File: config.mk
export PLATFORM = sky130hd
export DESIGN_NAME = at45_read_sequencer
export DESIGN_NICKNAME = d
export VERILOG_FILES = /design/src/rtl/at45_pkg.sv /design/src/rtl/at45_read_sequencer.sv
export SDC_FILE = /design/constraint.sdc
export NUM_CORES = 1
export LEC_CHECK = 0
export CORE_ASPECT_RATIO = 1.5
export CORE_MARGIN = 2
export CORE_UTILIZATION = 40
export CTS_BUF_LIST = sky130_fd_sc_hd__clkbuf_4
export DETAILED_ROUTE_END_ITERATION = 8
export GPL_ROUTABILITY_DRIVEN = 0
export PLACE_DENSITY = 0.68
export SYNTH_ARGS = -nofsm -noshare
export SYNTH_HDL_FRONTEND = slang
export SYNTH_SLANG_ARGS = --single-unit
File: constraint.sdc
create_clock -name CLK -period 1.75 [get_ports CLK]
set_input_delay 0.35 -clock CLK [delete_from_list [all_inputs] [get_ports CLK]]
set_output_delay 0.35 -clock CLK [all_outputs]
set_load 0.02 [all_outputs]
File: src/rtl/at45_pkg.sv
// Opcodes, status-bit position and FSM encoding shared by the AT45 read sequencer.
package at45_pkg;

    localparam logic [7:0] OP_STATUS    = 8'hD7;
    localparam logic [7:0] OP_CONT_READ = 8'h03;
    localparam logic [7:0] DUMMY        = 8'h00;
    localparam int         RDY_BIT      = 7;

    typedef enum logic [3:0] {
        S_IDLE   = 4'd0,
        S_ST_CMD = 4'd1,
        S_ST_RD  = 4'd2,
        S_CMD    = 4'd3,
        S_A2     = 4'd4,
        S_A1     = 4'd5,
        S_A0     = 4'd6,
        S_DATA   = 4'd7,
        S_DONE   = 4'd8
    } state_t;

endpackage

File: src/rtl/at45_read_sequencer.sv
// AT45DBxx continuous-array-read sequencer: polls status until RDY, then sends 0x03 + address and streams N bytes.
// Rd_Valid lags SPI_Done_Sig by one clock; each engine byte is held until SPI_Done_Sig. AT45_POLL_TIMEOUT_EN adds a poll abort.
module at45_read_sequencer
    import at45_pkg::*;
#(
    parameter int          LEN_W     = 10,
    parameter logic [15:0] MAX_POLLS = 16'd50000
) (
    input  logic             CLK,
    input  logic             RSTn,
    input  logic             Rd_Start_Sig,
    input  logic [23:0]      Rd_Addr,
    input  logic [LEN_W-1:0] Rd_Len,
    output logic             Busy,
    output logic [7:0]       Rd_Data,
    output logic             Rd_Valid,
    output logic             Rd_Done_Sig,
    output logic             Rd_Err,
    output logic             SPI_Start_Sig,
    output logic [8:0]       SPI_Data,
    input  logic             SPI_Done_Sig,
    input  logic [7:0]       SPI_Rdata
);

    localparam logic [LEN_W-1:0] LEN_ONE = {{(LEN_W-1){1'b0}}, 1'b1};

    if (MAX_POLLS == 16'd0) begin : g_bad_max_polls
        $error("MAX_POLLS must be nonzero");
    end

    state_t           state_q, state_d;
    logic [23:0]      addr_q, addr_d;
    logic [LEN_W-1:0] remain_q, remain_d;
    logic             busy_q, busy_d;
    logic [7:0]       rd_data_q, rd_data_d;
    logic             rd_valid_q, rd_valid_d;
    logic             rd_done_q, rd_done_d;
    logic             spi_start_q, spi_start_d;
    logic [8:0]       spi_data_q, spi_data_d;
    logic [8:0]       tx_byte;
    logic             byte_done;

`ifdef AT45_POLL_TIMEOUT_EN
    logic [15:0] poll_q, poll_d;
    logic [15:0] poll_inc;
    logic        err_q, err_d;
`endif

    assign byte_done = spi_start_q & SPI_Done_Sig;

    always_comb begin
        tx_byte = 9'h000;
        case (state_q)
            S_ST_CMD: tx_byte = {1'b0, OP_STATUS};
            S_ST_RD:  tx_byte = {1'b1, DUMMY};
            S_CMD:    tx_byte = {1'b0, OP_CONT_READ};
            S_A2:     tx_byte = {1'b0, addr_q[23:16]};
            S_A1:     tx_byte = {1'b0, addr_q[15:8]};
            S_A0:     tx_byte = {1'b0, addr_q[7:0]};
            S_DATA:   tx_byte = {(remain_q == LEN_ONE), DUMMY};
            default:  tx_byte = 9'h000;
        endcase
    end

    always_comb begin
        state_d     = state_q;
        addr_d      = addr_q;
        remain_d    = remain_q;
        busy_d      = busy_q;
        rd_data_d   = rd_data_q;
        rd_valid_d  = 1'b0;
        rd_done_d   = 1'b0;
        spi_start_d = spi_start_q;
        spi_data_d  = spi_data_q;
`ifdef AT45_POLL_TIMEOUT_EN
        poll_d   = poll_q;
        poll_inc = poll_q + 16'd1;
        err_d    = err_q;
`endif

        // Every byte-sending state: raise the request once, drop it on completion.
        if (state_q != S_IDLE && state_q != S_DONE) begin
            if (!spi_start_q) begin
                spi_start_d = 1'b1;
                spi_data_d  = tx_byte;
            end else if (SPI_Done_Sig) begin
                spi_start_d = 1'b0;
            end
        end

        case (state_q)
            S_IDLE: begin
                if (Rd_Start_Sig) begin
                    addr_d   = Rd_Addr;
                    remain_d = Rd_Len;
                    busy_d   = 1'b1;
                    state_d  = (Rd_Len == '0) ? S_DONE : S_ST_CMD;
`ifdef AT45_POLL_TIMEOUT_EN
                    poll_d = 16'd0;
                    err_d  = 1'b0;
`endif
                end
            end
            S_ST_CMD: if (byte_done) state_d = S_ST_RD;
            S_ST_RD: begin
                if (byte_done) begin
                    if (SPI_Rdata[RDY_BIT]) begin
                        state_d = S_CMD;
                    end else begin
`ifdef AT45_POLL_TIMEOUT_EN
                        poll_d  = poll_inc;
                        state_d = (poll_inc == MAX_POLLS) ? S_DONE : S_ST_CMD;
`else
                        state_d = S_ST_CMD;
`endif
                    end
                end
            end
            S_CMD: if (byte_done) state_d = S_A2;
            S_A2:  if (byte_done) state_d = S_A1;
            S_A1:  if (byte_done) state_d = S_A0;
            S_A0:  if (byte_done) state_d = S_DATA;
            S_DATA: begin
                if (byte_done) begin
                    rd_data_d  = SPI_Rdata;
                    rd_valid_d = 1'b1;
                    remain_d   = remain_q - LEN_ONE;
                    if (remain_q == LEN_ONE) state_d = S_DONE;
                end
            end
            S_DONE: begin
                rd_done_d = 1'b1;
                busy_d    = 1'b0;
                state_d   = S_IDLE;
`ifdef AT45_POLL_TIMEOUT_EN
                // Only a timeout leaves the poll count at the limit.
                err_d = (poll_q == MAX_POLLS);
`endif
            end
            default: state_d = S_IDLE;
        endcase
    end

    always_ff @(posedge CLK or negedge RSTn) begin
        if (!RSTn) begin
            state_q     <= S_IDLE;
            addr_q      <= 24'h000000;
            remain_q    <= '0;
            busy_q      <= 1'b0;
            rd_data_q   <= 8'h00;
            rd_valid_q  <= 1'b0;
            rd_done_q   <= 1'b0;
            spi_start_q <= 1'b0;
            spi_data_q  <= 9'h000;
        end else begin
            state_q     <= state_d;
            addr_q      <= addr_d;
            remain_q    <= remain_d;
            busy_q      <= busy_d;
            rd_data_q   <= rd_data_d;
            rd_valid_q  <= rd_valid_d;
            rd_done_q   <= rd_done_d;
            spi_start_q <= spi_start_d;
            spi_data_q  <= spi_data_d;
        end
    end

`ifdef AT45_POLL_TIMEOUT_EN
    always_ff @(posedge CLK or negedge RSTn) begin
        if (!RSTn) begin
            poll_q <= 16'd0;
            err_q  <= 1'b0;
        end else begin
            poll_q <= poll_d;
            err_q  <= err_d;
        end
    end
    assign Rd_Err = err_q;
`else
    assign Rd_Err = 1'b0;
`endif

    assign Busy          = busy_q;
    assign Rd_Data       = rd_data_q;
    assign Rd_Valid      = rd_valid_q;
    assign Rd_Done_Sig   = rd_done_q;
    assign SPI_Start_Sig = spi_start_q;
    assign SPI_Data      = spi_data_q;

endmodule

======== Yosys cells after proc, flatten, opt, wreduce, memory -nomap -nowiden ========
Cells that the tools add are included.
cells by class
  bitwise gates (word level) .............. 2
  mux-type cells .......................... 23
  equal/unequal tests ..................... 19
  reduce and logical (&&, ||, !) cells .... 12
  add/subtract/negate cells ............... 1
operator list
  kind                     number
  $pmux W9 S7              1
  $mux W4                  10
  $pmux W4 S8              1
  $mux W10                 2
  $pmux W10 S2             1
  $ne A2 B2 Y1 const B     9
  $eq A4 B3 Y1 const B     4
  $eq A10 B1 Y1 const B    1
  $logic_not A10 Y1        1
  $sub A10 B1 Y10 const B  1
  $reduce_and A9 Y1        1
  $eq A4 B2 Y1 const B     2
  $reduce_and A2 Y1        4
  $mux W1                  6
  $eq A4 B1 Y1 const B     1
  $eq A4 B4 Y1 const B     1
  $logic_not A4 Y1         1
  $ne A4 B4 Y1 const B     1
  $reduce_bool A2 Y1       2
  $reduce_bool A4 Y1       1
  $reduce_and A3 Y1        1
  $mux W2                  1
  $pmux W1 S2              1
  $and A1 B1 Y1            1
  2 further kinds          2
storage, ports and cells
  bits in registers ....................... 59
  word-level logic and storage cells ...... 66

======== Depth between registers and ports, before layout ========
  word-level depth ........................ 4
  mapped depth ............................ 7

======== Worst setup path after synthesis ========
No wires, ideal clock.
  kind .................................... flip-flop to flip-flop
  from .................................... reg remain_q[1]
  to ...................................... reg state_q[0]
  buffers on the path ..................... 0
  setup time .............................. 0.125 ns
  stages on the path, launching flop included .. 7
  required time ........................... 1.625 ns
  arrival time ............................ 1.499 ns
  path slack .............................. 0.126 ns
  path through ............................ dfrtp_1 > inv_1 > ha_1 > nor4b_2 > nand3_2 > a22oi_2 > mux2_4
on the way
  cells in the longest elaborated chain, start to end .. 3
ends and longest elaborated chain
  what                         RTL line                    source
  from (decl)                  at45_read_sequencer.sv:33   logic [LEN_W-1:0] remain_q, remain_d;
  from (signal assigned)       at45_read_sequencer.sv:158  remain_q <= remain_d;
  $eq A10 B1 Y1                at45_read_sequencer.sv:128  if (remain_q == LEN_ONE) state_d = S_DONE;
  $ne A2 B2 Y1 (no line)       -
  $reduce_and A9 Y1 (no line)  -
  to (signal assigned)         at45_read_sequencer.sv:156  state_q <= state_d;
  to (decl)                    at45_read_sequencer.sv:31   state_t state_q, state_d;
No other way between the ends.
A chain may end at the register's enable or synchronous reset.

======== Worst setup path in the final report ========
  from .................................... in Rd_Len[4]
  to ...................................... reg state_q[0]
on the way
  cells in the longest elaborated chain, start to end .. 4
ends and longest elaborated chain
  what               RTL line                   source
  from (decl)        at45_read_sequencer.sv:13  input logic [LEN_W-1:0] Rd_Len,
  $logic_not A10 Y1  at45_read_sequencer.sv:97  state_d = (Rd_Len == '0) ? S_DONE : S_ST_CMD;
  $mux W4            at45_read_sequencer.sv:97
  $mux W4            at45_read_sequencer.sv:93  if (Rd_Start_Sig) begin
  $pmux W4 S8        at45_read_sequencer.sv:91  case (state_q)
No other way between the ends. The select of a mux whose other input is x is not followed.

==> impl_metrics.csv <==
group,metric,value,unit
status,outcome,"finished, final reports clean",
cts,cts_tree,"yes",
synth,ys_top_cells_by_area,"dfrtp_1 (50%), mux2_4 (11%), mux2_1 (4.6%)",
cts,cts_max_path_buffers,2,
cts,cts.sinks,59,
final_layout,antennaDiodeCount,0,
grt,grt_pass1_wl,10400,µm
drt,viasPerCell,5.12,
grt,grt.overflow.total,0,
grt,antenna_found_initial,0,
setup_path,r2r_slack,80,ps
synth,synth_top_area_cell,"dfrtp_1",
synth,netlist_area,2960,µm²
floorplan,die_h,109,µm
placement,hpwl,4680,µm
timing,min_period_over_period,99.6,%
timing,fin_crit,1740,ps
drt,wire_per_inst,14.4,µm
drt,vias,2294,
timing,rsz0062_at_grt,"true",
placement,port_buffers,66,
cts,htree_levels,3,
floorplan,die_w,74.3,µm
floorplan,rows,38,
final_layout,layout-drive-gt1-share,22.4,%
cts,clk_latency,400,ps
power_and_ir_drop,power_density,1520,nW/µm²
synth,synth_most_common_cell,"dfrtp_1",
setup_path,cpPeakStageDelay,550,ps
synth,synth_top_area_share,49.8,%
setup_path,worstSetupStartpointType,"input pin",
drt,finalWirelength,6460,µm
synth,ys_ff_latch,59,
final_layout,postLayoutCoreUtil,56.5,%
setup_path,crit_chain,"clkdlybuf4s50_1 > or4_4 > nor4_4 > a21boi_1 > mux2_4",
synth,syn_nets,300,
grt,grt_pass1_vias,2226,
final_layout,finalNetCount,391,
timing,setup_viol,0,
timing,whs,459,ps
setup_path,path_buf_inv,1,
grt,grt_max_degree,60,
floorplan,dieArea,8130,µm²
drt,final_antenna_net_count,0,
setup_path,critical_path.max_fanout,2,
synth,async_reset_ff_share,100,%
flow_run,cap_violations,0,
floorplan,core_area,7230,µm²
power_and_ir_drop,peakVddDrop,0.000760,V
synth,ys.flop_type,"dfrtp_1",
synth,yosysWarningCount,0,
floorplan,initial_utilization,41.0,%
setup_path,crit_family,"simple AND/OR/NAND/NOR gates",
drt,drcViolationCount,0,
power_and_ir_drop,power.leakage,1.98,nW
cts,cts_buffers,9,
setup_path,end_kind,"flop",
drt,drt_iter0_drc,97,
setup_path,crit_arrival,2030,ps
synth,ys_top_cells_by_count,"dfrtp_1 (59), mux2_4 (21), nor2_1 (19)",
floorplan,ios,68,
synth,ys_seq_area_share,49.8,%
drt,first_pass_iters,4,
timing,finalHoldViolCount,0,
grt,grt_usage,17.0,%
synth,synth_edf_count,0,
final_layout,n_fill_cell,642,
timing,fmax,574,MHz
min_path,hp-class,"in -> async",
synth,postSynthCellCount,252,
timing,final_max_slew_viol_count,0,
final_layout,syn_to_final_growth,37.7,%
synth,syn_area_per_cell,11.8,µm²
setup_path,cp.required,2040,ps
timing,fin_skew,11.9,ps
cts,cts_root_buf,"clkbuf_4",
synth,ys_types,54,
setup_path,worstSetupPathType,"in -> reg",
setup_path,slowest_stage,"or4_4",
cts,cts.clk_slew.worst_paths,100,ps
-- metrics by stage --
step                TNS (ps)  instances  setup WS, ps  power [mW]  cell area [µm²]
finish                     0        448          7.10        6.22             4080
global route           -14.5        448         -14.5        6.67             4080
CTS                        0        448         0.157        6.30             4040
detailed placement     -1410        431          -357        5.32             3890
global placement       -1160        431          -319        5.25             3890
floorplan                  0        252           126        4.19             2960
-- state kept, by name, summed over array words and instances, names as in the netlist --
signal and count:
Busy 1, Rd_Data 8, Rd_Done_Sig 1, Rd_Valid 1
SPI_Data 9, SPI_Start_Sig 1, addr_q 24, remain_q 10
state_q 4
-- cell families (layout without fill, tap and decap cells) --
family	after synthesis	in the layout	share of synthesized area [%]
AND/OR/NAND/NOR	61	61	12.5
AO/OA/AOI/OAI	72	72	16.4
multiplexers	36	36	16.2
adder cells (fa/ha/maj)	2	2	0.844
other	1	1	0.127
buffers and inverters	21	117	4.14
flip-flops	59	59	49.8
-- final cells by class --
type                       count  area, µm²  area share (%)
clock inverter                 5       53.8            1.32
clock buffer                  11       82.6            2.02
timing repair buffer          95        947            23.2
sequential                    59       1480            36.2
tap                          100        125            3.07
inverter                       6       22.5           0.552
multi-input combinational    172       1370            33.7
-- power breakdown --
| group | leakage (nW) | switching [mW] | internal [mW] | total [mW] |
|---|---|---|---|---|
| logic | 1.19 | 1.34 | 1.56 | 2.90 |
| clock network | 0.0806 | 0.502 | 0.464 | 0.966 |
| registers | 0.715 | 0.393 | 1.96 | 2.35 |
| total | 1.98 | 2.23 | 3.99 | 6.22 |
-- per-layer routing --
metal	wire, µm	vias up	track usage [%]
met5	0	-	0
met2	3260	64	28.4
li1	-	1112	-
met1	2750	1107	20.3
met3	316	11	4.58
met4	134	0	7.14
-- worst paths after layout --
check                                        startpoint                      end  cells past startpoint
worst min-delay path                               RSTn  remain_q[3]$_DFFE_PN0P_                      3
min in group CLK                 Rd_Data[2]$_DFFE_PN0P_   Rd_Data[2]$_DFFE_PN0P_                      1
worst max register to register  remain_q[1]$_DFFE_PN0P_   state_q[0]$_DFFE_PN0P_                      6
worst max-delay path                          Rd_Len[4]   state_q[0]$_DFFE_PN0P_                      5
worst min register to register   Rd_Data[2]$_DFFE_PN0P_   Rd_Data[2]$_DFFE_PN0P_                      1
max in group asynchronous                          RSTn   addr_q[19]$_DFFE_PN0P_                      3
-- worst register-to-register path, cell delays in order, from the launching register on --
cell and delay [ps]:
dfrtp_1 390, inv_1 70, ha_1 170, nor4b_4 240
nand3_2 130, a22oi_2 240, mux2_4 320
-- repair_timing --
action | 4_1_cts | 5_1_grt
setup endpoints to repair | 3 | 17
pin swaps | 0 | 2
hold endpoints to repair | 59 | 0
cloned | 0 | 0
hold buffers | 1 | 0
setup buffers | 0 | 0
gates resized for setup | 3 | 16
-- placed cells by master, fill, tap and decap left out, types with 4 or more instances in the layout --
cell type and count:
clkdlybuf4s50_1 47, a21o_1 4, a21oi_1 11, clkbuf_4 11, dlymetal6s2s_1 15, buf_4 25
a22oi_1 4, a2bb2oi_1 5, nand2_1 13, dfrtp_1 59, o21ai_1 15, a22o_1 6
a31oi_1 4, o21ai_0 6, mux2_1 12, inv_1 5, mux2_4 21, nor2_1 19
(Power assumes the default switching activity.)
==> edit 1, RTL diff (config.mk and constraints unchanged) <==
`addr_q` no longer has a reset.
--- a/src/rtl/at45_read_sequencer.sv
+++ b/src/rtl/at45_read_sequencer.sv
@@ -144,7 +144,6 @@
     always_ff @(posedge CLK or negedge RSTn) begin
         if (!RSTn) begin
             state_q     <= S_IDLE;
-            addr_q      <= 24'h000000;
             remain_q    <= '0;
             busy_q      <= 1'b0;
             rd_data_q   <= 8'h00;
@@ -154,7 +153,6 @@
             spi_data_q  <= 9'h000;
         end else begin
             state_q     <= state_d;
-            addr_q      <= addr_d;
             remain_q    <= remain_d;
             busy_q      <= busy_d;
             rd_data_q   <= rd_data_d;
@@ -163,6 +161,10 @@
             spi_start_q <= spi_start_d;
             spi_data_q  <= spi_data_d;
         end
+    end
+
+    always_ff @(posedge CLK) begin
+        addr_q <= addr_d;
     end
 
 `ifdef AT45_POLL_TIMEOUT_EN
Behaviour: no difference found for any inputs over 10 cycles, from zero or initial values and one cycle with RSTn low; that may be too few to reach the edited logic, so the function may still have changed.
==> edit 1 against the original RTL <==
  * Largest cell class unchanged
  * The flow now finishes with violations (setup timing)
  * Sequential cell count stayed put
  * Wire length down 9.6%
  * Worst setup slack got worse by 0.11 ns
  * Design area shrank 6.0%
  * Total power decreased by 11%
  * Final cell count down 12%
  * Synthesized area fell by 12%
  * Synthesized cell count down 15%
==> edit 1: results (changes against the original RTL) <==
| Metric | Value |
|---|---|
| DRT iter0 DRCs | `77 (-21%)` |
| Post-synth top cells | `35 x dfrtp_1, 24 x edfxtp_1, 16 x o21ai_0` |
| First-pass GRT wire length | `9480 um (-9.0%)` |
| Pre-CTS setup slack | `-0.415 ns (-0.0578 ns)` |
| Dpl hpwl | `4330 um (-7.5%)` |
| Pleak | `1.72 nW (-13%)` |
| Via count | `2105 (-8.2%)` |
| GR Util met3 | `5.47% (+0.89 points)` |
| Worst path arrival time | `2.16 ns (+0.13 ns)` |
| Failing checks | `setup timing` |
| Finish-stage setup viols | `4 (+4)` |
| Syn nets | `263 (-12%)` |
| Total of max-cap violations | `0 (unchanged)` |
| Status | `complete, but fails checks` |
| Met2 GRT Util | `32.7% (+4.2 points)` |
| Final setup margin | `-0.0979 ns (-0.105 ns)` |
| Largest register FFs | `24 (unchanged)` |
| Root buffer cell | `clkbuf_4` |
| Seq/Total Area, Yosys | `61.3% (+11 points)` |
| Placement Cell Area | `0.00356 mm^2 (-8.6%)` |
| Warnings, synthesis | `0 (unchanged)` |
| DRT Pass-1 Iters | `4 (unchanged)` |
| Net count, final | `360 (-7.9%)` |
| H-tree depth | `3 (unchanged)` |
| Max transition margin | `62.5%` |
| Clk buf depth | `2 (unchanged)` |
| IO Port Bufs | `66 (unchanged)` |
| Count of different cell masters after synthesis | `49 (-9.3%)` |
| Worst vdd ir | `0.768 mV (+1.0%)` |
| Ranking of synthesized cells by area | `dfrtp_1 34%, edfxtp_1 28%, mux2_2 3.5%, o21ai_0 3.1%, a22o_1 2.7%` |
| Number of flops mapped to enable cells by yosys | `24 (+24)` |
| Clock buffer count from CTS | `9 (unchanged)` |
| Worst Clk Skew | `0.00979 ns (-0.00211 ns)` |
| Largest net degree at the start of global routing | `36 (-40%)` |
| Worst Hold Class | `reg2reg` |
| Largest Register | `addr_q` |
| Clock-pin slew on the worst setup and hold paths | `0.10 ns (about the same)` |
| Layout cells sized above 1 | `22.1% (-0.33 points)` |
| Worst Path Max Fanout | `4 (+2)` |
| Skew-Pair Late Insertion Delay | `0.39 ns` |
| Inserted Diodes | `0 (unchanged)` |
| Met1 usage | `17.5% (-2.8 points)` |
| Drt total wl | `5840 um (-9.6%)` |
| Async S/R FF share, synth | `59.3% (-41 points)` |
| Initial antenna violation count | `0 (unchanged)` |
| Global Route Usage Sum | `17.4% (+0.42 points)` |
==> edit 1: metrics by stage <==
step / util, % / TNS [ns] / cells / hold slack, ns
after global routing: 60.0 / -0.763 / 393 / 0.462
after floorplan: - / 0 / 215 / 0.0544
after global placement: 55.6 / -2.96 / 375 / 0.411
after CTS: 59.0 / -0.237 / 393 / 0.479
final: 60.0 / -0.221 / 393 / 0.487
after detailed placement: 55.6 / -4.10 / 375 / 0.415
==> edit 1: area by class of cell <==
cell class                      count  area, um^2
Tap cell                           76        95.1
Sequential cell                    59        1600
Clock buffer                       10        75.1
Inverter                            9        33.8
Clock inverter                      6         104
Timing Repair Buffer               98         951
Multi-Input combinational cell    135         981
Fill cell                         532        2560
==> edit 1: cells by family after synthesis <==
family / count (synthesis) / share of synthesized area [%]
multiplexers: 12 / 4.99
flip-flops: 59 / 61.3
AND/OR/NAND/NOR: 48 / 10.2
buffers and inverters: 21 / 3.31
AO/OA/AOI/OAI: 72 / 19.2
other: 1 / 0.144
adder cells (fa/ha/maj): 2 / 0.960
==> edit 1: what timing repair did <==
action,in CTS,in global routing
pin swaps,2,1
gates resized for setup,11,21
endpoints found under the setup margin,18,58
hold buffers,1,0
setup buffers,1,0
hold endpoints to repair,35,0
==> edit 1: routing by layer <==
metal  part of all wire, %  up-vias
met2                    58       58
met4                  0.98        0
met3                   4.7        6
li1                      -     1023
met1                    37     1018
met5                     0        -
==> edit 1: worst paths after layout <==
| check | to | cells past startpoint | from |
|---|---|---|---|
| setup / recovery | state_q[0] | 6 | remain_q[1] |
| max in group asynchronous | state_q[0] | 3 | RSTn |
| min in group asynchronous | remain_q[1] | 3 | RSTn |
| hold reg to reg | Busy | 1 | Busy |
| hold / removal | Busy | 1 | Busy |
| setup reg to reg | state_q[0] | 6 | remain_q[1] |
==> edit 1: worst max-delay path: stages (launching register included) <==
cell and delay (ns):
dfrtp_1 0.40, inv_2 0.08, ha_4 0.12, or4b_4 0.44, or3_4 0.38, a21oi_4 0.17
mux2i_1 0.19
==> edit 1: power by group <==
part           leakage, nW  internal (mW)  switching (mW)  total, mW
sequential           0.646           1.77           0.243       2.02
combinational        0.974           1.15            1.18       2.33
clock               0.0978          0.731           0.475       1.21
==> edit 2, RTL diff (same settings) <==
Made on the original files. Build with the macro `AT45_POLL_TIMEOUT_EN` defined.
--- a/src/rtl/at45_read_sequencer.sv
+++ b/src/rtl/at45_read_sequencer.sv
@@ -1,5 +1,7 @@
 // AT45DBxx continuous-array-read sequencer: polls status until RDY, then sends 0x03 + address and streams N bytes.
 // Rd_Valid lags SPI_Done_Sig by one clock; each engine byte is held until SPI_Done_Sig. AT45_POLL_TIMEOUT_EN adds a poll abort.
+`define AT45_POLL_TIMEOUT_EN
+
 module at45_read_sequencer
     import at45_pkg::*;
 #(
Check against the original RTL: no difference found for any inputs over 10 cycles, from zero or initial values and one cycle with RSTn low; that may be too few to reach the edited logic, so the function may still have changed.
==> edit 2 against the original RTL <==
  * The run now ends with setup timing left
  * Die area grew 33%
  * Synthesized area grew 34%
  * Worst setup slack lost 0.39 ns
  * Sequential power grew 22%
  * Sequential cell count grew 17
  * Design area grew 46%
  * Final cell count grew 52%
  * Critical path depth grew 2
  * Wire length grew 82%
  * Total power grew 25%
  * Worst hold slack lost 0.076 ns
  * Critical path type is now reg2reg
  * Critical endpoint unchanged
  * Largest power group unchanged
==> edit 2: results (changes against the original RTL) <==
| Metric | Value |
|---|---|
| Placement Cell Area | `0.00534 mm^2 (+37%)` |
| Worst Clk Skew | `0.00807 ns (-0.00383 ns)` |
| Vias in the first global route | `3827 (+72%)` |
| Status | `complete, but fails checks` |
| Sw Ratio | `38.3% (+2.4 points)` |
| GR Util met3 | `4.00% (-0.59 points)` |
| Internal | `4.81 mW (+21%)` |
| Non-CTS buffers | `161 (+69%)` |
| Fillers | `796 (+24%)` |
| Syn nets | `464 (+55%)` |
| First-pass GRT wire length | `17900 um (+72%)` |
| Drt via density | `5.64 (+10%)` |
| Met2 GRT Util | `37.6% (+9.1 points)` |
| Routed length on met2 | `6510 um (+99%)` |
| Die area | `0.0108 mm^2 (+33%)` |
| IO Port Bufs | `67 (+1.5%)` |
| Worst vdd ir | `0.596 mV (-22%)` |
| Net count, final | `611 (+56%)` |
| Worst path arrival time | `2.46 ns (+0.43 ns)` |
| Inserted Diodes | `1 (+1)` |
| Seq/total area | `32.1% (-4.1 points)` |
| Number of flip-flops and latches | `76 (+29%)` |
| DRT iter0 DRCs | `151 (+56%)` |
| Clock-pin slew on the worst setup and hold paths | `0.13 ns (+0.03 ns)` |
| Ranking of synthesized cells by area | `dfrtp_1 48%, mux2_2 9.3%, o21ai_0 6.4%, a21oi_1 3.9%, nand2_1 3.4%` |
| Non-clk buf share | `24.9% (+1.7 points)` |
| Adder-cell area share of the yosys netlist | `1.57% (+0.73 points)` |
| Final setup margin | `-0.378 ns (-0.385 ns)` |
| Finish-stage setup viols | `47 (+47)` |
| Failing checks | `setup timing` |
| Post-synth top cells | `76 x dfrtp_1, 51 x o21ai_0, 36 x nand2_1` |
| Worst path max stage delay | `0.40 ns (-0.15 ns)` |
| Slowest CP cell | `dfrtp_1` |
## edit 2: cell count changes after synthesis, sizes merged, moves of 9 or more
cell / before / now
o21ai: 21 / 51
dfrtp: 59 / 76
nand3: 2 / 11
nor2: 19 / 33
nand2: 14 / 36
a21oi: 11 / 32
clkbuf: 0 / 15
## edit 2: repair_timing
item                                    4_1_cts  5_1_grt
buffers inserted                              5        8
gates resized for setup                      53       67
hold buffers                                  1        0
endpoints found under the setup margin       39       54
cloned                                        0        4
pin swaps                                     7       28
hold endpoints to repair                     30        0
## edit 2: path summary, 6_finish.rpt
| path | from | end | slack, ns | cells after the start |
|---|---|---|---|---|
| max | poll_q[11] | state_q[0] | -0.38 | 7 |
| min | RSTn | poll_q[10] | 0.38 | 2 |
| max reg2reg | poll_q[11] | state_q[0] | -0.38 | 7 |
| min reg2reg | Busy | Busy | 0.49 | 2 |
| max in group asynchronous | RSTn | addr_q[16] | 0.73 | 3 |
| min in group CLK | Rd_Len[0] | remain_q[0] | 0.48 | 3 |
